--- config.mk ---
export PLATFORM = sky130hd
export DESIGN_NAME = alu_in_cmd_driver_flat
export DESIGN_NICKNAME = d
export VERILOG_FILES = /design/src/rtl/alu_in_cmd_driver_if.sv /design/src/rtl/alu_in_cmd_driver.sv /design/src/flat_wrapper.sv
export SDC_FILE = /design/constraint.sdc
export NUM_CORES = 1
export LEC_CHECK = 0
export ABC_AREA = 1
export CAP_MARGIN = 20
export CORE_MARGIN = 5
export CORE_UTILIZATION = 50
export CTS_CLUSTER_DIAMETER = 40
export DETAILED_ROUTE_END_ITERATION = 16
export GPL_TIMING_DRIVEN = 0
export PLACE_DENSITY = 0.76
export SLEW_MARGIN = 10
export SYNTH_ARGS = -nofsm -noshare
export SYNTH_HDL_FRONTEND = slang
export SYNTH_SLANG_ARGS = --single-unit
--- constraint.sdc ---
create_clock -name clk -period 6.06 [get_ports clk]
set_input_delay 0.606 -clock clk [delete_from_list [all_inputs] [get_ports clk]]
set_output_delay 0.606 -clock clk [all_outputs]
set_load 0.05 [all_outputs]
--- src/rtl/alu_in_cmd_driver_if.sv ---
// alu_in valid/ready bus between the command driver and the ALU.
// Master drives alu_rst/valid/op/a/b; slave drives ready.
interface alu_in_cmd_driver_if #(
    parameter int ALU_IN_OP_WIDTH = 8
) ();

    logic                       alu_rst;
    logic                       valid;
    logic                       ready;
    logic [2:0]                 op;
    logic [ALU_IN_OP_WIDTH-1:0] a;
    logic [ALU_IN_OP_WIDTH-1:0] b;

    modport master (
        output alu_rst,
        output valid,
        output op,
        output a,
        output b,
        input  ready
    );

    modport slave (
        input  alu_rst,
        input  valid,
        input  op,
        input  a,
        input  b,
        output ready
    );

endinterface

--- src/rtl/alu_in_cmd_driver.sv ---
// Command FIFO plus replay FSM driving the alu_in bus (transfers, ALU reset pulses,
// idle gaps, optional back-to-back issue, ready watchdog).
// Ports: clk/rst, cmd_* push side, cfg_b2b, alu_in bus, busy/fifo_level/counters.
module alu_in_cmd_driver #(
    parameter int ALU_IN_OP_WIDTH = 8,
    parameter int FIFO_DEPTH      = 4,
    parameter int GAP_WIDTH       = 4,
    parameter int RST_CYCLES      = 2,
    parameter int TIMEOUT_CYCLES  = 64
) (
    input  logic                          clk,
    input  logic                          rst,
    input  logic                          cmd_valid,
    output logic                          cmd_ready,
    input  logic                          cmd_kind,
    input  logic [2:0]                    cmd_op,
    input  logic [ALU_IN_OP_WIDTH-1:0]    cmd_a,
    input  logic [ALU_IN_OP_WIDTH-1:0]    cmd_b,
    input  logic [GAP_WIDTH-1:0]          cmd_gap,
    input  logic                          cfg_b2b,
    alu_in_cmd_driver_if.master           alu_in,
    output logic                          busy,
    output logic [$clog2(FIFO_DEPTH):0]   fifo_level,
    output logic [15:0]                   xfer_cnt,
    output logic                          timeout_pulse,
    output logic [7:0]                    timeout_cnt
);

    localparam int AW = $clog2(FIFO_DEPTH);
    localparam int RW = $clog2(RST_CYCLES + 1);
    localparam int WW = (TIMEOUT_CYCLES > 0) ? $clog2(TIMEOUT_CYCLES + 1) : 1;

    typedef struct packed {
        logic                       kind;
        logic [2:0]                 op;
        logic [ALU_IN_OP_WIDTH-1:0] a;
        logic [ALU_IN_OP_WIDTH-1:0] b;
        logic [GAP_WIDTH-1:0]       gap;
    } cmd_t;

    typedef enum logic [2:0] {
        IDLE,
        WAIT_RDY,
        DRIVE,
        GAP,
        RST_PULSE
    } state_t;

    state_t                     state;
    cmd_t                       mem [FIFO_DEPTH];
    cmd_t                       head;
    cmd_t                       cur;
    cmd_t                       in_cmd;
    logic [AW-1:0]              wr_ptr;
    logic [AW-1:0]              rd_ptr;
    logic                       full;
    logic                       empty;
    logic                       push;
    logic                       pop;
    logic                       b2b_go;
    logic                       valid_q;
    logic                       alu_rst_q;
    logic [2:0]                 op_q;
    logic [ALU_IN_OP_WIDTH-1:0] a_q;
    logic [ALU_IN_OP_WIDTH-1:0] b_q;
    logic [WW-1:0]              wait_cnt;
    logic [GAP_WIDTH-1:0]       gap_cnt;
    logic [RW-1:0]              rst_cnt;

    always_comb begin
        in_cmd    = '{kind: cmd_kind, op: cmd_op, a: cmd_a,
                      b: cmd_b, gap: cmd_gap};
        full      = (fifo_level == ($clog2(FIFO_DEPTH)+1)'(FIFO_DEPTH));
        empty     = (fifo_level == '0);
        cmd_ready = !full;
        push      = cmd_valid && !full;
        head      = mem[rd_ptr];
        // Chain the next transfer with no bubble only when nothing
        // (gap, reset pulse, stall) would have to sit between them.
        b2b_go    = cfg_b2b && (cur.gap == '0) && !empty
                    && !head.kind && alu_in.ready;
        pop       = ((state == IDLE) && !empty)
                    || ((state == DRIVE) && b2b_go);
    end

    assign busy           = (state != IDLE) || !empty;
    assign alu_in.valid   = valid_q;
    assign alu_in.alu_rst = alu_rst_q;
    assign alu_in.op      = op_q;
    assign alu_in.a       = a_q;
    assign alu_in.b       = b_q;

    always_ff @(posedge clk) begin
        if (push) begin
            mem[wr_ptr] <= in_cmd;
        end
    end

    always_ff @(posedge clk or negedge rst) begin
        if (!rst) begin
            wr_ptr     <= '0;
            rd_ptr     <= '0;
            fifo_level <= '0;
        end else begin
            if (push) begin
                wr_ptr <= wr_ptr + AW'(1);
            end
            if (pop) begin
                rd_ptr <= rd_ptr + AW'(1);
            end
            if (push && !pop) begin
                fifo_level <= fifo_level + 1'b1;
            end else if (pop && !push) begin
                fifo_level <= fifo_level - 1'b1;
            end
        end
    end

    always_ff @(posedge clk or negedge rst) begin
        if (!rst) begin
            state         <= IDLE;
            cur           <= '0;
            valid_q       <= 1'b0;
            alu_rst_q     <= 1'b0;
            op_q          <= '0;
            a_q           <= '0;
            b_q           <= '0;
            wait_cnt      <= '0;
            gap_cnt       <= '0;
            rst_cnt       <= '0;
            xfer_cnt      <= '0;
            timeout_pulse <= 1'b0;
            timeout_cnt   <= '0;
        end else begin
            timeout_pulse <= 1'b0;
            unique case (state)
                IDLE: begin
                    if (!empty) begin
                        cur <= head;
                        if (head.kind) begin
                            alu_rst_q <= 1'b1;
                            rst_cnt   <= RW'(RST_CYCLES);
                            state     <= RST_PULSE;
                        end else if (alu_in.ready) begin
                            valid_q <= 1'b1;
                            op_q    <= head.op;
                            a_q     <= head.a;
                            b_q     <= head.b;
                            state   <= DRIVE;
                        end else begin
                            wait_cnt <= '0;
                            state    <= WAIT_RDY;
                        end
                    end
                end
                WAIT_RDY: begin
                    if (alu_in.ready) begin
                        valid_q <= 1'b1;
                        op_q    <= cur.op;
                        a_q     <= cur.a;
                        b_q     <= cur.b;
                        state   <= DRIVE;
                    end else if ((TIMEOUT_CYCLES != 0)
                                 && (wait_cnt == WW'(TIMEOUT_CYCLES - 1))) begin
                        timeout_pulse <= 1'b1;
                        if (timeout_cnt != 8'hFF) begin
                            timeout_cnt <= timeout_cnt + 8'd1;
                        end
                        if (cur.gap != '0) begin
                            gap_cnt <= cur.gap;
                            state   <= GAP;
                        end else begin
                            state <= IDLE;
                        end
                    end else begin
                        wait_cnt <= wait_cnt + WW'(1);
                    end
                end
                DRIVE: begin
                    xfer_cnt <= xfer_cnt + 16'd1;
                    if (b2b_go) begin
                        cur  <= head;
                        op_q <= head.op;
                        a_q  <= head.a;
                        b_q  <= head.b;
                    end else begin
                        valid_q <= 1'b0;
                        op_q    <= '0;
                        a_q     <= '0;
                        b_q     <= '0;
                        if (cur.gap != '0) begin
                            gap_cnt <= cur.gap;
                            state   <= GAP;
                        end else begin
                            state <= IDLE;
                        end
                    end
                end
                GAP: begin
                    if (gap_cnt <= GAP_WIDTH'(1)) begin
                        state <= IDLE;
                    end else begin
                        gap_cnt <= gap_cnt - GAP_WIDTH'(1);
                    end
                end
                RST_PULSE: begin
                    if (rst_cnt <= RW'(1)) begin
                        alu_rst_q <= 1'b0;
                        if (cur.gap != '0) begin
                            gap_cnt <= cur.gap;
                            state   <= GAP;
                        end else begin
                            state <= IDLE;
                        end
                    end else begin
                        rst_cnt <= rst_cnt - RW'(1);
                    end
                end
                default: state <= IDLE;
            endcase
        end
    end

endmodule
--- src/flat_wrapper.sv ---
// flat-port wrapper written by rule: the top's interface ports become plain ports
module alu_in_cmd_driver_flat 
#(
    parameter int ALU_IN_OP_WIDTH = 8,
    parameter int FIFO_DEPTH      = 4,
    parameter int GAP_WIDTH       = 4,
    parameter int RST_CYCLES      = 2,
    parameter int TIMEOUT_CYCLES  = 64
)
  (clk, rst, cmd_valid, cmd_ready, cmd_kind, cmd_op, cmd_a, cmd_b, cmd_gap, cfg_b2b, busy, fifo_level, xfer_cnt, timeout_pulse, timeout_cnt, alu_in_alu_rst, alu_in_valid, alu_in_op, alu_in_a, alu_in_b, alu_in_ready);
  alu_in_cmd_driver_if #(.ALU_IN_OP_WIDTH(ALU_IN_OP_WIDTH)) alu_in_i ();
  input  logic clk;
  input  logic rst;
  input  logic cmd_valid;
  output logic cmd_ready;
  input  logic cmd_kind;
  input  logic [2:0] cmd_op;
  input  logic [ALU_IN_OP_WIDTH-1:0] cmd_a;
  input  logic [ALU_IN_OP_WIDTH-1:0] cmd_b;
  input  logic [GAP_WIDTH-1:0] cmd_gap;
  input  logic cfg_b2b;
  output logic busy;
  output logic [$clog2(FIFO_DEPTH):0] fifo_level;
  output logic [15:0] xfer_cnt;
  output logic timeout_pulse;
  output logic [7:0] timeout_cnt;
  output wire logic [$bits(alu_in_i.alu_rst)-1:0] alu_in_alu_rst;
  output wire logic [$bits(alu_in_i.valid)-1:0] alu_in_valid;
  output wire logic [$bits(alu_in_i.op)-1:0] alu_in_op;
  output wire logic [$bits(alu_in_i.a)-1:0] alu_in_a;
  output wire logic [$bits(alu_in_i.b)-1:0] alu_in_b;
  input wire logic [$bits(alu_in_i.ready)-1:0] alu_in_ready;
  assign alu_in_alu_rst = alu_in_i.alu_rst;
  assign alu_in_valid = alu_in_i.valid;
  assign alu_in_op = alu_in_i.op;
  assign alu_in_a = alu_in_i.a;
  assign alu_in_b = alu_in_i.b;
  assign alu_in_i.ready = alu_in_ready;
  alu_in_cmd_driver #(.ALU_IN_OP_WIDTH(ALU_IN_OP_WIDTH), .FIFO_DEPTH(FIFO_DEPTH), .GAP_WIDTH(GAP_WIDTH), .RST_CYCLES(RST_CYCLES), .TIMEOUT_CYCLES(TIMEOUT_CYCLES)) u_core (.clk(clk), .rst(rst), .cmd_valid(cmd_valid), .cmd_ready(cmd_ready), .cmd_kind(cmd_kind), .cmd_op(cmd_op), .cmd_a(cmd_a), .cmd_b(cmd_b), .cmd_gap(cmd_gap), .cfg_b2b(cfg_b2b), .alu_in(alu_in_i), .busy(busy), .fifo_level(fifo_level), .xfer_cnt(xfer_cnt), .timeout_pulse(timeout_pulse), .timeout_cnt(timeout_cnt));
endmodule
==> out/metrics.csv <==
metric,value,unit
sequential share of power,34.2,%
async set-or-reset flop fraction in the synthesized netlist,48.9,%
Post-CTS Resized,0,
GRT Resource Usage Total,19.2,%
IO Pins,80,
GRT Max-Usage Layer,met2,
Filler Cells Inserted,1286,
core area,16400,um^2
Final Max Tran Viols,0,
worst hold path class,input pin to asynchronous set/reset pin,
WP data arrival,2.21,ns
critical path class,register to output pin,
CP max-delay cell,clkdlybuf4s50_1,
part of the Yosys area used for sequential elements,62.5,%
post-synth cell types,34,
Post-Syn Instances,793,
Pint,3190,uW
Hold Buf Count CTS,0,
drt first pass iters,6,
RePlAce Congestion,0.865,
Rel. slew slack,45.3,%
"Net Count, Synth",834,
CTS max path bufs,2,
Initial Util,50.6,%
Root Driver,clkbuf_16,
WL per Instance,15.9,um
share of layout cells above drive strength 1,10.5,%
FP Rows,47,
# nets final,933,
Detailed Route Iter0 Violations,469,
Comb pwr share,46.0,%
setup TNS,0,ns
fmax,355,MHz
die area,19300,um^2
vias in the first global route,5821,
DR vias/cell,5.24,
Layout area overhead,20.6,%
largest net degree at the start of global routing,53,
Synth area leaders,"edfxtp_1 (35%), dfrtp_1 (28%), o21ai_0 (5.7%), nand2_1 (5.5%), nor2_1 (5.4%)",
first-pass GRT wire length,29.6,mm
diodes inserted,0,
met1 usage,25.5,%
Least-Margin Pin Slew,0.819,ns
CP Capture Type,output pin,
Remaining DRCs,0,
Routed WL,17.9,mm
Finish-stage setup viols,0,
Net Sw Frac,43.3,%
total grt overflow,0,
Crit Path Max Fanout,5,
Mean Syn Cell Area,10.5,um^2
outcome,completed,
Worst EP required,5.45,ns
Static Leakage,0.00409,uW
Max Cap Violations,0,
GR Util met2,31.9,%
postcts setup bufs,0,
critical path's largest stage delay,0.76,ns
vias,5893,
Detail Route Antenna Nets,0,
Reg area,5180,um^2
crit path cell chain,nor2_1 -> nand4_4 -> clkdlybuf4s50_1,
top-area cell type share of the netlist area,34.7,%
clock sinks,188,
worst skew pair latency,0.44,ns
CP startpoint kind,register,
dpl hpwl,12.1,mm
crit path time final,2.82,ns
Num CTS Buffers,17,
clock network power share,19.8,%
cell taking the most area after synthesis,edfxtp_1,
CTS tree,built,
Final Power,5630,uW
H-tree levels,4,
final worst path period share,46.5,%
synth warn,0,
Final Skew,0.0139,ns
unrepaired setup endpoints after global routing,no,
P_sw,2440,uW
final hold vios,0,
Synth Register Bits,188,
area of the multi-input gates,2710,um^2
met3 Use GR,4.41,%
"CTS clk-pin slew, worst paths",0.07,ns
IO Port Bufs,79,
Util after Layout,61.0,%
Power Density,562,nW/um^2
initial antenna violation count,0,
Post-Synthesis Cell Area,8300,um^2
DIE HEIGHT,139,um
peak supply drop,0.000379,V
Die X,139,um
Post-synth EDFFs,96,
main flop type after synthesis,edfxtp_1,
-- synth_stat cells (4+ instances only) --
| master | n |
|---|---|
| clkbuf_1 | 12 |
| nor2_4 | 4 |
| buf_2 | 8 |
| nand2_2 | 7 |
| nor3_1 | 14 |
| nand2_1 | 122 |
| inv_1 | 69 |
| a21oi_1 | 13 |
| o22ai_1 | 24 |
| dfrtp_1 | 92 |
| ha_1 | 11 |
| xor2_1 | 16 |
| xnor2_1 | 13 |
| inv_2 | 4 |
| nor2_1 | 119 |
| nand3_1 | 30 |
| edfxtp_1 | 96 |
| a21oi_2 | 10 |
| o21ai_0 | 94 |
| nor3_2 | 10 |
| nand4_1 | 6 |
-- cell usage in the layout, fill, tap and decap left out, types with 10 or more instances in the layout --
cell type | synthesis | layout
edfxtp_1 | 96 | 96
o21ai_0 | 94 | 94
inv_1 | 69 | 69
a21oi_2 | 10 | 10
clkdlybuf4s50_1 | 0 | 78
nor3_2 | 10 | 10
clkbuf_16 | 0 | 17
dfrtp_1 | 92 | 92
ha_1 | 11 | 11
xor2_1 | 16 | 16
nor2_1 | 119 | 115
a21oi_1 | 13 | 13
o22ai_1 | 24 | 24
nand2_1 | 122 | 122
nand3_1 | 30 | 30
xnor2_1 | 13 | 13
nor3_1 | 14 | 14
clkbuf_1 | 12 | 12
-- stage by stage --
| step | hold WS [ns] | cells | setup slack (ns) | area, um^2 |
|---|---|---|---|---|
| detailed placement | 0.473 | 1093 | 3.06 | 9420 |
| finish | 0.151 | 1125 | 3.24 | 10000 |
| global placement | 0.466 | 1092 | 0.913 | 9370 |
| floorplan | 0.310 | 793 | 3.06 | 8300 |
| CTS | 0.157 | 1125 | 3.21 | 10000 |
| global route | 0.188 | 1125 | 3.12 | 10000 |
-- kinds of logic after synthesis --
| family | synth area share, % |
|---|---|
| adders and majority gates | 1.90 |
| and+or+nand+nor | 17.5 |
| muxes | 0.136 |
| xor gates and xnor gates | 3.06 |
| AOI/OAI and AO/OA | 9.63 |
| DFF | 62.5 |
| buffers and inverters | 5.25 |
-- per-layer routing --
| layer | wire length, um | vias to the layer above |
|---|---|---|
| met1 | 7810 | 2850 |
| li1 | - | 2854 |
| met5 | 0 | - |
| met2 | 8900 | 177 |
| met3 | 1110 | 12 |
| met4 | 123 | 0 |
-- path summary, 6_finish.rpt --
| kind | start | to | slack [ns] | depth (start not counted) |
|---|---|---|---|---|
| worst max-delay path | u_core.fifo_level[1] | busy | 3.24 | 3 |
| worst min-delay path | rst | u_core.gap_cnt[2] | 0.15 | 1 |
| worst max register to register | u_core.fifo_level[1] | u_core.fifo_level[2] | 3.42 | 12 |
| worst min register to register | u_core.xfer_cnt[15] | u_core.xfer_cnt[15] | 0.48 | 1 |
| max in group asynchronous | rst | u_core.xfer_cnt[12] | 5.26 | 2 |
| min in group clk | u_core.xfer_cnt[15] | u_core.xfer_cnt[15] | 0.48 | 1 |
-- state kept, by name, indices dropped and copies added, names as in the netlist --
register / flops
u_core.alu_in.a: 8
u_core.wr_ptr: 2
u_core.rd_ptr: 2
u_core.fifo_level: 3
u_core.timeout_cnt: 8
u_core.wait_cnt: 7
u_core.alu_in.b: 8
u_core.cur: 23
u_core.xfer_cnt: 16
u_core.alu_in.op: 3
u_core.alu_in.alu_rst: 1
u_core.alu_in.valid: 1
u_core.gap_cnt: 4
u_core.mem: 96
u_core.timeout_pulse: 1
u_core.rst_cnt: 2
u_core.state: 3
-- layout make-up --
type	count	share of cell area (%)
tap	220	2.75
multi-input combinational	505	27.1
timing repair buffer	80	8.15
sequential	188	51.8
inverter	73	2.74
clock buffer	17	4.25
buffer	27	1.61
clock inverter	15	1.64
-- power by group through the flow --
stage | Combinational [uW] | Clock, uW | Sequential (uW)
2_1_floorplan | 1520 | 0 | 2250
3_3_place_gp | 2510 | 0 | 1950
3_5_place_dp | 2590 | 0 | 1950
4_1_cts | 2610 | 1130 | 1930
5_1_grt | 2860 | 1190 | 1960
6_report | 2590 | 1110 | 1930
-- critical path, delay by kind of cell, from the launching register on --
family / cells / cell delay (ns)
buf+inv: 1 / 0.76
simple gates: 2 / 0.58
flops: 1 / 0.42
Power figures use the tool's default switching activity.
